--- src/rtl/alu_arbiter_if.sv ---
// alu_arbiter_if: request/response bundle between two requesters and the
// shared-ALU arbiter.
//   reqN_*  : valid/ready request channel carrying a, b, op and tag
//   rspN_*  : valid/ready response channel carrying result, zero and tag
// master = requester side, slave = arbiter side.
interface alu_arbiter_if #(
  parameter int TAG_W = 4
);
  logic             req0_valid, req0_ready;
  logic [31:0]      req0_a, req0_b;
  logic [3:0]       req0_op;
  logic [TAG_W-1:0] req0_tag;
  logic             req1_valid, req1_ready;
  logic [31:0]      req1_a, req1_b;
  logic [3:0]       req1_op;
  logic [TAG_W-1:0] req1_tag;

  logic             rsp0_valid, rsp0_ready, rsp0_zero;
  logic [31:0]      rsp0_result;
  logic [TAG_W-1:0] rsp0_tag;
  logic             rsp1_valid, rsp1_ready, rsp1_zero;
  logic [31:0]      rsp1_result;
  logic [TAG_W-1:0] rsp1_tag;

  modport master (
    output req0_valid, req0_a, req0_b, req0_op, req0_tag,
    output req1_valid, req1_a, req1_b, req1_op, req1_tag,
    output rsp0_ready, rsp1_ready,
    input  req0_ready, req1_ready,
    input  rsp0_valid, rsp0_result, rsp0_zero, rsp0_tag,
    input  rsp1_valid, rsp1_result, rsp1_zero, rsp1_tag
  );

  modport slave (
    input  req0_valid, req0_a, req0_b, req0_op, req0_tag,
    input  req1_valid, req1_a, req1_b, req1_op, req1_tag,
    input  rsp0_ready, rsp1_ready,
    output req0_ready, req1_ready,
    output rsp0_valid, rsp0_result, rsp0_zero, rsp0_tag,
    output rsp1_valid, rsp1_result, rsp1_zero, rsp1_tag
  );
endinterface

--- src/rtl/alu_arbiter.sv ---
// alu_arbiter: two-port round-robin arbiter sharing one 32-bit ALU.
//   clk, rst_n : clock, asynchronous active-low reset
//   bus        : alu_arbiter_if.slave (two request and two response channels)
// One op accepted per cycle; result registered per port and held until the
// port's consumer takes it. Ready is combinational from valid/rsp_ready/prio.

// Combinational 32-bit ALU; unknown op codes yield 0 (zero=1).
module alu_arbiter_alu (
  input  logic [31:0] a,
  input  logic [31:0] b,
  input  logic [3:0]  op,
  output logic [31:0] result,
  output logic        zero
);
  always_comb begin
    result = '0;
    case (op)
      4'd0: result = a + b;
      4'd1: result = a - b;
      4'd2: result = a & b;
      4'd3: result = a | b;
      4'd4: result = a ^ b;
      4'd5: result = {31'd0, $signed(a) < $signed(b)};
      4'd6: result = {31'd0, a < b};
      4'd7: result = a << b[4:0];
      4'd8: result = a >> b[4:0];
      4'd9: result = $unsigned($signed(a) >>> b[4:0]);
      default: result = '0;
    endcase
    zero = (result == 32'd0);
  end
endmodule

module alu_arbiter #(
  parameter int TAG_W = 4
) (
  input  logic          clk,
  input  logic          rst_n,
  alu_arbiter_if.slave  bus
);
  localparam int NUM_PORTS = 2;

  logic [NUM_PORTS-1:0]             req_valid, rsp_ready;
  logic [NUM_PORTS-1:0][31:0]       req_a, req_b;
  logic [NUM_PORTS-1:0][3:0]        req_op;
  logic [NUM_PORTS-1:0][TAG_W-1:0]  req_tag;
  logic [NUM_PORTS-1:0]             slot_free, elig, grant;

  logic [NUM_PORTS-1:0]             rsp_valid_q, rsp_zero_q;
  logic [NUM_PORTS-1:0][31:0]       rsp_result_q;
  logic [NUM_PORTS-1:0][TAG_W-1:0]  rsp_tag_q;

  logic        prio;   // port that wins when both are eligible
  logic        sel;
  logic [31:0] alu_result;
  logic        alu_zero;

  assign req_valid = {bus.req1_valid, bus.req0_valid};
  assign rsp_ready = {bus.rsp1_ready, bus.rsp0_ready};
  assign req_a     = {bus.req1_a,     bus.req0_a};
  assign req_b     = {bus.req1_b,     bus.req0_b};
  assign req_op    = {bus.req1_op,    bus.req0_op};
  assign req_tag   = {bus.req1_tag,   bus.req0_tag};

  // A slot being drained this cycle can be refilled in the same cycle.
  assign slot_free = ~rsp_valid_q | rsp_ready;
  assign elig      = req_valid & slot_free;

  always_comb begin
    grant = '0;
    if (elig[0] && (!elig[1] || !prio)) grant[0] = 1'b1;
    else if (elig[1])                   grant[1] = 1'b1;
  end

  assign sel = grant[1];

  alu_arbiter_alu u_alu (
    .a      (req_a[sel]),
    .b      (req_b[sel]),
    .op     (req_op[sel]),
    .result (alu_result),
    .zero   (alu_zero)
  );

  always_ff @(posedge clk or negedge rst_n) begin
    if (!rst_n)        prio <= 1'b0;
    else if (grant[0]) prio <= 1'b1;
    else if (grant[1]) prio <= 1'b0;
  end

  for (genvar p = 0; p < NUM_PORTS; p++) begin : g_slot
    always_ff @(posedge clk or negedge rst_n) begin
      if (!rst_n) begin
        rsp_valid_q[p]  <= 1'b0;
        rsp_result_q[p] <= '0;
        rsp_zero_q[p]   <= 1'b0;
        rsp_tag_q[p]    <= '0;
      end else if (grant[p]) begin
        // Reload wins over drain: the slot stays valid with the new result.
        rsp_valid_q[p]  <= 1'b1;
        rsp_result_q[p] <= alu_result;
        rsp_zero_q[p]   <= alu_zero;
        rsp_tag_q[p]    <= req_tag[p];
      end else if (rsp_ready[p]) begin
        rsp_valid_q[p]  <= 1'b0;
      end
    end
  end

  assign bus.req0_ready  = grant[0];
  assign bus.req1_ready  = grant[1];
  assign bus.rsp0_valid  = rsp_valid_q[0];
  assign bus.rsp0_result = rsp_result_q[0];
  assign bus.rsp0_zero   = rsp_zero_q[0];
  assign bus.rsp0_tag    = rsp_tag_q[0];
  assign bus.rsp1_valid  = rsp_valid_q[1];
  assign bus.rsp1_result = rsp_result_q[1];
  assign bus.rsp1_zero   = rsp_zero_q[1];
  assign bus.rsp1_tag    = rsp_tag_q[1];
endmodule

--- src/flat_wrapper.sv ---
// flat-port wrapper written by rule: the top's interface ports become plain ports
module alu_arbiter_flat 
#(
  parameter int TAG_W = 4
)
  (clk, rst_n, bus_req0_valid, bus_req0_a, bus_req0_b, bus_req0_op, bus_req0_tag, bus_req1_valid, bus_req1_a, bus_req1_b, bus_req1_op, bus_req1_tag, bus_rsp0_ready, bus_rsp1_ready, bus_req0_ready, bus_req1_ready, bus_rsp0_valid, bus_rsp0_result, bus_rsp0_zero, bus_rsp0_tag, bus_rsp1_valid, bus_rsp1_result, bus_rsp1_zero, bus_rsp1_tag);
  alu_arbiter_if #(.TAG_W(TAG_W)) bus_i ();
  input  logic clk;
  input  logic rst_n;
  input wire logic [$bits(bus_i.req0_valid)-1:0] bus_req0_valid;
  input wire logic [$bits(bus_i.req0_a)-1:0] bus_req0_a;
  input wire logic [$bits(bus_i.req0_b)-1:0] bus_req0_b;
  input wire logic [$bits(bus_i.req0_op)-1:0] bus_req0_op;
  input wire logic [$bits(bus_i.req0_tag)-1:0] bus_req0_tag;
  input wire logic [$bits(bus_i.req1_valid)-1:0] bus_req1_valid;
  input wire logic [$bits(bus_i.req1_a)-1:0] bus_req1_a;
  input wire logic [$bits(bus_i.req1_b)-1:0] bus_req1_b;
  input wire logic [$bits(bus_i.req1_op)-1:0] bus_req1_op;
  input wire logic [$bits(bus_i.req1_tag)-1:0] bus_req1_tag;
  input wire logic [$bits(bus_i.rsp0_ready)-1:0] bus_rsp0_ready;
  input wire logic [$bits(bus_i.rsp1_ready)-1:0] bus_rsp1_ready;
  output wire logic [$bits(bus_i.req0_ready)-1:0] bus_req0_ready;
  output wire logic [$bits(bus_i.req1_ready)-1:0] bus_req1_ready;
  output wire logic [$bits(bus_i.rsp0_valid)-1:0] bus_rsp0_valid;
  output wire logic [$bits(bus_i.rsp0_result)-1:0] bus_rsp0_result;
  output wire logic [$bits(bus_i.rsp0_zero)-1:0] bus_rsp0_zero;
  output wire logic [$bits(bus_i.rsp0_tag)-1:0] bus_rsp0_tag;
  output wire logic [$bits(bus_i.rsp1_valid)-1:0] bus_rsp1_valid;
  output wire logic [$bits(bus_i.rsp1_result)-1:0] bus_rsp1_result;
  output wire logic [$bits(bus_i.rsp1_zero)-1:0] bus_rsp1_zero;
  output wire logic [$bits(bus_i.rsp1_tag)-1:0] bus_rsp1_tag;
  assign bus_i.req0_valid = bus_req0_valid;
  assign bus_i.req0_a = bus_req0_a;
  assign bus_i.req0_b = bus_req0_b;
  assign bus_i.req0_op = bus_req0_op;
  assign bus_i.req0_tag = bus_req0_tag;
  assign bus_i.req1_valid = bus_req1_valid;
  assign bus_i.req1_a = bus_req1_a;
  assign bus_i.req1_b = bus_req1_b;
  assign bus_i.req1_op = bus_req1_op;
  assign bus_i.req1_tag = bus_req1_tag;
  assign bus_i.rsp0_ready = bus_rsp0_ready;
  assign bus_i.rsp1_ready = bus_rsp1_ready;
  assign bus_req0_ready = bus_i.req0_ready;
  assign bus_req1_ready = bus_i.req1_ready;
  assign bus_rsp0_valid = bus_i.rsp0_valid;
  assign bus_rsp0_result = bus_i.rsp0_result;
  assign bus_rsp0_zero = bus_i.rsp0_zero;
  assign bus_rsp0_tag = bus_i.rsp0_tag;
  assign bus_rsp1_valid = bus_i.rsp1_valid;
  assign bus_rsp1_result = bus_i.rsp1_result;
  assign bus_rsp1_zero = bus_i.rsp1_zero;
  assign bus_rsp1_tag = bus_i.rsp1_tag;
  alu_arbiter #(.TAG_W(TAG_W)) u_core (.clk(clk), .rst_n(rst_n), .bus(bus_i));
endmodule
--- config.mk ---
export PLATFORM = sky130hd
export DESIGN_NAME = alu_arbiter_flat
export DESIGN_NICKNAME = d
export VERILOG_FILES = /design/src/rtl/alu_arbiter_if.sv /design/src/rtl/alu_arbiter.sv /design/src/flat_wrapper.sv
export SDC_FILE = /design/constraint.sdc
export NUM_CORES = 1
export LEC_CHECK = 0
export BUFFER_PORTS_ARGS = -buffer_cell sky130_fd_sc_hd__clkbuf_2
export CORE_MARGIN = 2
export CORE_UTILIZATION = 40
export DETAILED_ROUTE_END_ITERATION = 16
export PLACE_DENSITY = 0.6
export SYNTH_ARGS = -nofsm -noshare
export SYNTH_HDL_FRONTEND = slang
export SYNTH_SLANG_ARGS = --single-unit
--- constraint.sdc ---
create_clock -name clk -period 14.8 [get_ports clk]
set_clock_uncertainty 0.15 [all_clocks]
set_input_delay 1.48 -clock clk [delete_from_list [all_inputs] [get_ports clk]]
set_output_delay 1.48 -clock clk [all_outputs]
set_load 0.05 [all_outputs]
==> results of run 1 <==
==> critical path, stage by stage <==
cell and delay, ns:
clkbuf_2 0.09, nor2b_1 0.56, o211ai_4 0.39, inv_6 0.50
buf_4 0.57, buf_4 0.61, nand2_1 0.11, nand2_1 0.14
ha_1 0.45, a21oi_1 0.62, o21ai_0 0.41, nor2_1 0.17
nand2_1 0.07, o21ai_1 0.73, nor3_1 0.24, mux2i_1 0.18
a211oi_1 1.05, nand4_1 0.18, nor4_1 0.32, nand4_1 0.21
o31ai_1 0.30
==> final cells by class <==
class,count,area [µm²]
Fill cell,4706,25450
Multi-Input combinational cell,2075,14770
Sequential cell,77,1927
Timing Repair Buffer,281,1554
Tap cell,600,750.7
Inverter,113,429.2
Clock buffer,9,225.2
Clock inverter,7,65.06
Antenna cell,5,12.51
==> power groups by stage <==
stage	sequential, W	combinational [W]	clock, W
final	0.000331	0.00170	0.000218
after floorplan	0.000592	0.000848	0
after global routing	0.000339	0.00178	0.000234
after global placement	0.000332	0.00165	0
after detailed placement	0.000335	0.00164	0
after CTS	0.000331	0.00165	0.000226
==> final timing paths <==
check / from / to / slack (ns) / cells after the start
worst min register to register: u_core.bus.rsp1_result[24] / u_core.bus.rsp1_result[24] / 0.33 / 2
worst min-delay path: u_core.bus.rsp1_result[24] / u_core.bus.rsp1_result[24] / 0.33 / 2
min in group asynchronous: rst_n / u_core.bus.rsp1_result[1] / 1.11 / 1
max in group asynchronous: rst_n / u_core.bus.rsp1_result[27] / 12.73 / 1
worst max register to register: u_core.bus.rsp0_valid / u_core.bus.rsp1_zero / 6.21 / 19
worst max-delay path: bus_rsp0_ready / u_core.bus.rsp1_zero / 5.48 / 21
==> cells in the final DEF (no fill, tap or decap), types with 10 or more instances in the layout <==
| cell type | count |
|---|---|
| mux2_2 | 73 |
| nand3b_1 | 10 |
| a22oi_1 | 21 |
| nand4_1 | 23 |
| o21ai_0 | 119 |
| nor4_1 | 24 |
| buf_4 | 59 |
| mux4_2 | 66 |
| o2111ai_1 | 17 |
| a21oi_1 | 171 |
| a21o_1 | 17 |
| a221oi_1 | 15 |
| o31ai_1 | 24 |
| o21a_1 | 10 |
| and2_1 | 17 |
| nor2b_1 | 25 |
| a211o_1 | 14 |
| or3_1 | 10 |
| nor2_1 | 216 |
| a221o_1 | 15 |
| o22ai_1 | 26 |
| a31oi_1 | 26 |
| nand3_1 | 49 |
| nor3b_1 | 10 |
| xnor2_1 | 14 |
| o211ai_1 | 36 |
| nand2_1 | 389 |
| o21bai_1 | 14 |
| nand2b_1 | 22 |
| o221ai_1 | 26 |
| inv_1 | 106 |
| mux2i_1 | 181 |
| dfrtp_1 | 77 |
| nor3_1 | 65 |
| clkbuf_2 | 222 |
| ha_1 | 96 |
| a211oi_1 | 30 |
| and3_1 | 15 |
==> per-layer routing <==
| metal | up-vias | part of all wire, % | GRT usage, % | routed length (µm) |
|---|---|---|---|---|
| li1 | 9407 | - | - | - |
| met1 | 10820 | 40 | 57.19 | 41460 |
| met2 | 1653 | 44 | 65.97 | 45420 |
| met3 | 273 | 11 | 8.633 | 11450 |
| met4 | 4 | 5.2 | 18.97 | 5390 |
| met5 | - | 0.024 | 0 | 25 |
==> cells by family (layout without fill, tap and decap cells) <==
logic type	Yosys count	after routing	share of synthesized area, %
muxes	327	327	23.07
xor gates and xnor gates	15	15	0.7204
AOI/OAI and AO/OA	717	717	27.12
DFF	77	77	10.57
buffers and inverters	337	410	8.589
and+or+nand+nor	918	918	23.13
adders and majority gates	98	98	6.806
other	0	5	0
==> through the flow <==
| stage | worst slack, ns | instances | instance area, µm² | power (W) | utilization, % |
|---|---|---|---|---|---|
| after floorplan | 7.934 | 2489 | 18240 | 0.001440 | - |
| after global placement | 5.555 | 3146 | 19430 | 0.001981 | 43.01 |
| after detailed placement | 5.487 | 3146 | 19430 | 0.001976 | 43.01 |
| after CTS | 5.847 | 3162 | 19720 | 0.002205 | 43.65 |
| after global routing | 5.063 | 3162 | 19720 | 0.002352 | 43.65 |
| final | 5.478 | 3167 | 19740 | 0.002248 | 43.68 |
==> flip-flops by register name, summed over array words and instances, names as in the netlist <==
register                count
u_core.bus.rsp0_result     32
u_core.bus.rsp1_result     32
u_core.bus.rsp0_tag         4
u_core.bus.rsp1_tag         4
u_core.bus.rsp0_valid       1
u_core.bus.rsp0_zero        1
u_core.bus.rsp1_valid       1
u_core.bus.rsp1_zero        1
u_core.prio                 1
==> impl_metrics.toml, run 1 <==
[synth]
ys_top_cells_by_area = "dfrtp_1 (11%), mux2i_1 (10%), mux4_2 (8.2%)"
yosysWarnings = 0
yosys.area.top_type = "dfrtp_1"
synth_area_um2 = 18240
ys_seq_area_share_pct = 10.57
ys_ff_latch = 77
synthArstFlopShare_pct = 100.0
synth_edf_count = 0
synth_nets = 2737
synth_ff_type = "dfrtp_1"
syn_avg_cell_area_um2 = 7.327
yosysTopAreaCellShare_pct = 10.57
synthCells = 2489
yosys-top-cells-count = "nand2_1 (389), nor2_1 (216), mux2i_1 (185)"
yosysMostFrequentCell = "nand2_1"
synth.distinct_cells = 101

[power_and_ir_drop]
leakagePower_nw = 8.626
clock_power_share_pct = 9.7
internal_power_w = 0.0008718
ir_drop_uv = 124.3
cellPowerDensity_nw_per_um2 = 113.9
p_seq_share_pct = 14.7
pwr-share-comb_pct = 75.6
switching_share_pct = 61.21
p_switching_w = 0.001376

[route]
final_antenna_net_count = 0
route.detailed.drc = 0
wire_per_inst_um = 32.76
dr.pass1.iters = 6
via_per_inst = 6.996
drt_iter0_drc = 2947
routed_wl_um = 103700
via_count = 22160

[min_path]
hold_path_class = "flop to flop"

[placed_design]
dp_hpwl_um = 81350
numPortBuffers = 227
gp_congestion = 1.044

[sta]
timing.slew.headroom_pct = 9.780
fmax_mhz = 107.3
tightest_slew_ns = 1.345
whs_ns = 0.3276
finalCriticalPeriod_ns = 9.322
hold_violations = 0
finalSetupViolations = 0
maxSlewViolCount = 0
setup_tns_ns = 0
period_share_pct = 62.99
rsz0062_at_grt = "false"

[job]
max_cap_viol_count = 0

[cts]
htree_levels = 3
cts-root-buf = "clkbuf_16"
cts.repair_timing.setup_buffer_count = 0
cts_hold_buf = 0
clockBufferDepth = 2
cts_tree = "built"
cts.clk_slew.worst_paths_ns = 0.07
cts_buffers = 9
cts_resized = 0
clock_latency_ns = 0.35
cts_sinks = 77

[worst_setup_path]
cp-start-kind = "primary input"
critPathKind = "primary input to flop"
worstPathMaxFanout = 61
worstPathArrival_ns = 9.43
required_ns = 14.91
end_kind = "flop"

[finish]
finalNetCount = 2805
drive_above_1_share_pct = 18.62
area_growth_pct = 8.219

[grt]
antenna_found_initial = 4
grt_use_total_pct = 42.64
grt_remaining_overflow = 0
grt_max_degree = 78
grt_pass1_wl_um = 148100
grt_pass1_vias = 20310

[die]
design.die.area_um2 = 47320
coreArea_um2 = 45190
fp-row-count = 78
start_util_pct = 40.36
io_pins = 228
die-width_um = 217.5
fp.dieH_um = 217.5

[run_status]
status = "completed"
Power figures use the tool's default switching activity.
==> run 2, diff against run 1 <==
- ABC_AREA: default -> 1
- PLACE_DENSITY: 0.6 -> 0.63
- clock period: 14.8 -> 8.38 ns (I/O delays scaled with it)
==> run 2 against run 1 <==
Effect of this change:
- worst setup slack worse by 3.0 ns
- largest power group unchanged
- hold slack improved by 0.0012 ns
- sequential power up 73%
- global-route usage shrank 5.8 points
==> impl_metrics.toml, run 2 <==
[power_and_ir_drop]
ir_drop_uv = 162.0
p_total_w = 0.003548
cellPowerDensity_nw_per_um2 = 230.9
leakagePower_nw = 8.393

[sta]
setup_tns_ns = 0
rsz0062_at_grt = "false"
whs_ns = 0.3288
timing.slew.headroom_pct = 34.91
finalCriticalPeriod_ns = 5.945
period_share_pct = 70.95
tightest_slew_ns = 0.9763
hold_violations = 0
fmax_mhz = 168.2
maxSlewViolCount = 0
finalSetupViolations = 0

[route]
via_per_inst = 5.843
routed_wl_um = 68340
via_count = 18220
final_antenna_net_count = 0
wire_per_inst_um = 21.92
route.detailed.drc = 0
dr.pass1.iters = 7
drt_iter0_drc = 2565

[die]
start_util_pct = 40.49
die-width_um = 190.5
io_pins = 228
fp-row-count = 68
coreArea_um2 = 34370
fp.dieH_um = 190.5
design.die.area_um2 = 36300

[synth]
yosys-top-cells-count = "nand2_1 (730), nand3_1 (465), inv_1 (299)"
synthCells = 2530
synth_area_um2 = 13920
ys_ff_latch = 77
synth_edf_count = 0
yosysMostFrequentCell = "nand2_1"
yosys.area.top_type = "nand2_1"
ys_top_cells_by_area = "nand2_1 (20%), nand3_1 (17%), dfrtp_1 (14%)"
yosysTopAreaCellShare_pct = 19.69
syn_avg_cell_area_um2 = 5.501
synth_nets = 2778
yosysWarnings = 0
ys_seq_area_share_pct = 13.84
synth.distinct_cells = 49
synthArstFlopShare_pct = 100.0
synth_ff_type = "dfrtp_1"

[worst_setup_path]
crit_path_start = "bus_rsp1_ready"
worstPathMaxFanout = 60
timing.rr.start = "u_core.bus.rsp1_valid"
worstPathArrival_ns = 6.07
cp-start-kind = "primary input"
critPathKind = "primary input to flop"
end_kind = "flop"
required_ns = 8.51

[grt]
grt_pass1_vias = 16660
antenna_found_initial = 1
grtUsageMet3_pct = 8.484
use_met1_pct = 49.05
grt_pass1_wl_um = 100900
grt_max_degree = 78
globalRouteMet2Util_pct = 56.20
grt_most_used_layer = "met2"
grt_remaining_overflow = 0
grt_use_total_pct = 36.87

[run_status]
status = "completed"

[cts]
htree_levels = 3
clock_latency_ns = 0.34
cts.repair_timing.setup_buffer_count = 0
cts_tree = "built"
clockBufferDepth = 2
cts_buffers = 9
cts-root-buf = "clkbuf_16"
cts.clk_slew.worst_paths_ns = 0.06
cts_hold_buf = 0
cts_sinks = 77
cts_resized = 0

[finish]
final_cell_mix = "nand2_1 (730), nand3_1 (465), inv_1 (299)"
area_growth_pct = 10.39
finalInstanceArea_um2 = 15360
drive_above_1_share_pct = 14.13
layout_commonest_cell = "nand2_1"
finalNetCount = 2905
stdcell_count = 3118

[placed_design]
dp_hpwl_um = 54940
gp_congestion = 1.115
placed_area_um2 = 15100
numPortBuffers = 227
post-place-cells = 3101

[job]
max_cap_viol_count = 0

[min_path]
hp-start = "u_core.bus.rsp1_tag[1]"
hold_path_class = "flop to flop"
## run 2: report_power, final
group	total [W]	switching [W]	leakage, nW	internal, W
clock network	0.000353	0.000155	0.127	0.000198
logic	0.00262	0.00200	7.28	0.000625
registers	0.000574	0.0000802	0.987	0.000494
total	0.00355	0.00223	8.39	0.00132
## run 2: cell type report
type / instances / area [µm²]
Clock inverter: 6 / 38.79
Inverter: 318 / 1194
Antenna cell: 2 / 5.005
Clock buffer: 9 / 225.2
Timing Repair Buffer: 243 / 1259
Multi-Input combinational cell: 2008 / 10150
Tap cell: 455 / 569.3
Sequential cell: 77 / 1927
Fill cell: 3868 / 19010
## run 2: cell families after synthesis
family                     after synthesis  synth area share [%]
AOI/OAI and AO/OA                      349                 14.29
DFF                                     77                 13.84
xor gates and xnor gates                 1               0.06294
adders and majority gates               98                 8.918
and+or+nand+nor                       1560                 49.48
buffers and inverters                  445                 13.40
## run 2: worst max-delay path: stages
cell,delay (ns)
clkbuf_2,0.08
inv_1,0.04
nand2_2,0.09
nand2_1,0.09
inv_2,0.47
o21ai_4,0.12
buf_4,0.38
o21ai_2,0.61
inv_1,0.14
ha_1,0.52
inv_1,0.10
a21oi_1,0.26
inv_1,0.07
a21oi_1,0.28
o21ai_0,0.35
a21boi_0,0.39
nand3_1,0.13
nand3_1,0.10
nand2_1,0.15
nor2_1,0.22
nand2_1,0.08
nor2_1,0.10
nand3_1,0.08
nor2_2,0.13
nand3_1,0.09
nand2_1,0.08
## run 2: metrics by stage
step	utilization (%)	worst slack (ns)
4_1_cts	44.69	2.703
3_3_place_gp	43.92	2.252
5_1_grt	44.69	2.241
2_1_floorplan	-	4.062
6_report	44.70	2.435
3_5_place_dp	43.92	2.370
## run 2: path summary, 6_finish.rpt
kind / endpoint / slack (ns) / cells after the start
worst max-delay path: u_core.bus.rsp0_zero / 2.43 / 26
worst min-delay path: u_core.bus.rsp1_tag[1] / 0.33 / 2
worst max register to register: u_core.bus.rsp0_zero / 2.64 / 24
worst min register to register: u_core.bus.rsp1_tag[1] / 0.33 / 2
max in group asynchronous: u_core.bus.rsp1_result[9] / 6.93 / 1
min in group asynchronous: u_core.bus.rsp0_result[18] / 0.49 / 1
## run 2: routing by layer
| metal | vias to the layer above | routed length [µm] |
|---|---|---|
| met1 | 8326 | 27590 |
| li1 | 8484 | - |
| met2 | 1200 | 28840 |
| met4 | 2 | 3953 |
| met3 | 205 | 7937 |
| met5 | - | 13 |
